--- config.mk ---
export PLATFORM = sky130hd
export DESIGN_NAME = overture_program_loader
export DESIGN_NICKNAME = d
export VERILOG_FILES = /design/src/rtl/overture_program_loader.sv
export SDC_FILE = /design/constraint.sdc
export NUM_CORES = 2
export LEC_CHECK = 0
export ABC_AREA = 0
export CORE_ASPECT_RATIO = 1.75
export CORE_UTILIZATION = 35
export CTS_CLUSTER_DIAMETER = 80
export DETAILED_ROUTE_END_ITERATION = 12
export PLACE_DENSITY = 0.54
export SYNTH_ARGS = -nofsm -noshare
export SYNTH_HDL_FRONTEND = slang
export SYNTH_SLANG_ARGS = --single-unit
export TNS_END_PERCENT = 1
--- constraint.sdc ---
create_clock -name clk -period 7.1 [get_ports clk]
set_input_delay 1.065 -clock clk [delete_from_list [all_inputs] [get_ports clk]]
set_output_delay 1.065 -clock clk [all_outputs]
set_load 0.005 [all_outputs]
--- src/rtl/overture_program_loader.sv ---
// Overture program store writer: fills the 256x8 program memory from a framed byte stream
// and holds the CPU halted until a complete, checksum-verified program has been received.
module overture_program_loader #(
  parameter logic [7:0]  SYNC_BYTE = 8'hA5,
  parameter int unsigned TIMEOUT   = 1023
) (
  input  logic       clk,
  input  logic       reset,
  input  logic       rx_valid,
  input  logic [7:0] rx_data,
  output logic       rx_ready,
  input  logic [7:0] fetch_addr,
  output logic [7:0] fetch_data,
  input  logic       run_en,
  output logic       cpu_run,
  output logic       cpu_reset,
  output logic       prog_valid,
  output logic       busy,
  output logic       load_err
);

  localparam int unsigned TimerW = $clog2(TIMEOUT + 1);

  typedef enum logic [2:0] {StIdle, StLen, StData, StCsum, StStart} state_e;

  state_e            state_q, state_d;
  logic [7:0]        addr_q, addr_d;
  logic [8:0]        remaining_q, remaining_d;
  logic [7:0]        sum_q, sum_d;
  logic [TimerW-1:0] timer_q, timer_d;
  logic              prog_valid_q, prog_valid_d;
  logic              load_err_q, load_err_d;
  logic              mem_we;
  logic              accept;
  logic [7:0]        csum_total;

  logic [7:0] mem [256];

  assign rx_ready   = (state_q != StStart);
  assign accept     = rx_valid & rx_ready;
  assign csum_total = sum_q + rx_data;

  assign fetch_data = mem[fetch_addr];
  assign prog_valid = prog_valid_q;
  assign load_err   = load_err_q;
  assign busy       = (state_q != StIdle);
  assign cpu_reset  = (state_q == StStart);
  assign cpu_run    = prog_valid_q & run_en & (state_q == StIdle);

  always_comb begin
    state_d      = state_q;
    addr_d       = addr_q;
    remaining_d  = remaining_q;
    sum_d        = sum_q;
    timer_d      = '0;
    prog_valid_d = prog_valid_q;
    load_err_d   = load_err_q;
    mem_we       = 1'b0;

    unique case (state_q)
      StIdle: begin
        if (accept && rx_data == SYNC_BYTE) begin
          load_err_d   = 1'b0;
          prog_valid_d = 1'b0;
          addr_d       = '0;
          sum_d        = '0;
          state_d      = StLen;
        end
      end
      StLen, StData, StCsum: begin
        if (accept) begin
          if (state_q == StLen) begin
            // A length byte of zero encodes a full 256-byte frame.
            remaining_d = {rx_data == 8'd0, rx_data};
            state_d     = StData;
          end else if (state_q == StData) begin
            mem_we      = 1'b1;
            sum_d       = sum_q + rx_data;
            addr_d      = addr_q + 8'd1;
            remaining_d = remaining_q - 9'd1;
            if (remaining_q == 9'd1) state_d = StCsum;
          end else if (csum_total == 8'd0) begin
            prog_valid_d = 1'b1;
            state_d      = StStart;
          end else begin
            load_err_d = 1'b1;
            state_d    = StIdle;
          end
        end else if (timer_q == TimerW'(TIMEOUT)) begin
          load_err_d   = 1'b1;
          prog_valid_d = 1'b0;
          state_d      = StIdle;
        end else begin
          timer_d = timer_q + TimerW'(1);
        end
      end
      StStart: state_d = StIdle;
      default: state_d = StIdle;
    endcase
  end

  always_ff @(posedge clk or negedge reset) begin
    if (!reset) begin
      state_q      <= StIdle;
      addr_q       <= '0;
      remaining_q  <= '0;
      sum_q        <= '0;
      timer_q      <= '0;
      prog_valid_q <= 1'b0;
      load_err_q   <= 1'b0;
    end else begin
      state_q      <= state_d;
      addr_q       <= addr_d;
      remaining_q  <= remaining_d;
      sum_q        <= sum_d;
      timer_q      <= timer_d;
      prog_valid_q <= prog_valid_d;
      load_err_q   <= load_err_d;
    end
  end

  // Program memory is deliberately not reset; prog_valid guards its contents.
  always_ff @(posedge clk) begin
    if (mem_we) mem[addr_q] <= rx_data;
  end

endmodule

==> impl_results.md <==
- HP Class: in2async
- Post-synth top cells: 2048 x edfxtp_1, 530 x mux4_2, 300 x nor2_1
- Worst endpoint required time: 6.03 ns
- Hold slack: 0.419 ns
- Post-CTS setup buffers: 0
- Clock Latency Late Sink: 0.87 ns
- Max stage delay on crit path: 1.12 ns
- RR Startpoint: state_q[2]
- Synth area leaders: edfxtp_1 76%, mux4_2 15%, nor2_1 1.4%
- H-tree levels: 4
- Largest net degree at the start of global routing: 147
- Total gr overflow: 0
- Pins over their slew limit: 0
- Critical path class: in2out
- Count leader, synth: edfxtp_1
- Die Outline Area: 0.234 mm²
- CP Cell Sequence: buf_8, buf_12, buf_12, mux4_2, mux2i_1, a311oi_1, nand4_1, and3_1, nor3_1, buf_4, clkdlybuf4s50_1
- Detailed-router iteration count before antenna repair: 8
- Maximum VDD drop: 0.184 mV
- CP Capture Type: output pin
- Synth-to-Final Area Change: 12.2%
- Crit path DAT: 5.69 ns
- Die Span X: 366 µm
- EDFF count, synth: 2048
- Netlist Area Pre-Place: 0.0814 mm²
- Final Cycle Share: 0.951
- Vias in the first global route: 40600
- Post-synth top flop: edfxtp_1
- WL final: 213000 µm
- Resized Gates After CTS: 0
- Vias per cell: 5.36
- Max FO, Critical Path: 42
- Post-synthesis net count: 3842
- Slowest stage cell, crit path: a311oi_1
- Slew HR: 0.0782
- Clock period minus worst slack: 6.76 ns
- Initial Util: 0.353
- Register area share after synthesis: 0.768
- GPL Wtd Cong: 0.881
- Crit path top cell by count: buf_12
- Synthesis warning total: 0
- Overall routing resource usage: 0.180
- Worst Reg-to-Reg Cells: 5
- Initial antenna violation count: 9
- Max-cap violations: 0
- Least-Margin Pin Slew: 1.37 ns
- Reg2reg setup slack: 2.90 ns
- Share of layout cells above drive strength 1: 0.235
- Wire length of the first global-routing pass: 303000 µm
- Reg clk slew, reported paths: 0.07 ns
- Die Y-Extent: 640 µm
- DRC viols: 0
- Final ANT Viol Nets: 0
- Nets: 3961
- Wire length per cell: 29.9 µm
- CTS Hold Buffers Added: 0
- Cell taking the most area after synthesis: edfxtp_1
- # clock sinks: 2088
- Layout Skew: 0.0833 ns
- Clock Path Buffers: 4
- Port bufs: 33
- Row count: 233
- Root Buffer: clkbuf_16
- CTS tree: done
- Post-Synthesis Cells: 3807
- Setup violators final: 0
- Final setup TNS: 0 ns
- Core Footprint: 0.231 mm²
- Maximum clock rate: 0.148 GHz
- Crit. Startpoint: fetch_addr[0]
- Cell Pwr Density: 279 mW/mm²
- Io pins: 34
- Initial DRC Count: 3013
- Synth cell types: 52
- Leak: 27.9 nW
- Outcome: complete, no violations
- Post-DP HPWL: 135000 µm
- Synthesis-stage register bit count: 2088
- Cts bufs inserted: 187
- Critical path launch point type: primary input
- Via Count: 38200
- FFs w/ async S/R, synth: 0.0192
- Hold Vio Cnt, Final: 0
- Post-Syn Area per Cell: 21.4 µm²
- R2R Path End: mem[67][1]
- Synth top area share: 0.756
- RSZ-0062 raised after global routing: no
## how the worst max path moves through the flow
stage / end / slack (ns) / cells past startpoint
6_report: fetch_data[0] / 0.34 / 11
5_1_grt: fetch_data[0] / 0.22 / 11
4_1_cts: fetch_data[0] / 0.47 / 11
3_5_place_dp: fetch_data[0] / 0.48 / 11
3_3_place_gp: fetch_data[0] / 0.40 / 11
2_1_floorplan: fetch_data[1] / 2.99 / 11
## through the flow
stage / util / instances / cell area, µm² / setup slack [ns] / total power [mW]
floorplan: - / 3807 / 81400 / 2.99 / 14.9
global placement: 0.371 / 6792 / 85600 / 0.401 / 15.9
detailed placement: 0.371 / 6792 / 85600 / 0.481 / 15.9
CTS: 0.396 / 7117 / 91300 / 0.468 / 25.8
global route: 0.396 / 7118 / 91300 / 0.223 / 26.2
finish: 0.396 / 7119 / 91300 / 0.344 / 25.5
## cell usage in the layout (no fill, tap or decap), types with 36 or more instances in the layout
master	count
nor2_1	299
clkbuf_16	189
dfrtp_1	40
clkinv_2	42
mux2i_1	107
nand2_1	50
edfxtp_1	2048
buf_4	109
clkinv_1	36
a21oi_1	55
mux4_2	530
a22oi_1	89
nand3_1	40
## metal layers
metal | vias to the layer above | global-route usage | part of all wire
met4 | 2 | 0.0921 | 0.057
met1 | 20600 | 0.201 | 0.36
met2 | 1047 | 0.340 | 0.55
met3 | 368 | 0.0176 | 0.039
met5 | - | 0 | 0.000052
li1 | 16100 | - | -
## power breakdown
part	total, mW	switching [mW]	internal [mW]
registers	13.7	0.0736	13.6
logic	1.95	1.33	0.620
clock network	9.90	4.51	5.40
## registers in the layout, indices dropped and copies added (netlist names)
signal	count
mem	2048
timer_q	10
remaining_q	9
addr_q	8
sum_q	8
state_q	3
load_err	1
prog_valid	1
## cell families after synthesis
kind of cell,share of synthesized area
compound gates,0.0243
xor+xnor,0.00183
fa+ha+maj,0.00240
simple gates,0.0277
buf+inv,0.0157
mux,0.160
flops,0.768
## critical path, delay by kind of cell
kind | cells | cell delay (ns)
buf+inv | 5 | 1.83
compound gates | 1 | 1.12
simple gates | 3 | 1.08
mux | 2 | 0.48
## area by class of cell
cell class / instances / area [µm²]
Tap cell: 3055 / 3820
Fill cell: 20400 / 139000
Timing Repair Buffer: 157 / 1520
Sequential cell: 2088 / 62500
Clock buffer: 220 / 4860
Multi-Input combinational cell: 1478 / 17700
Antenna cell: 2 / 5.00
Inverter: 14 / 52.6
Clock inverter: 105 / 890
Note: power is estimated with default switching activity, not from simulation.
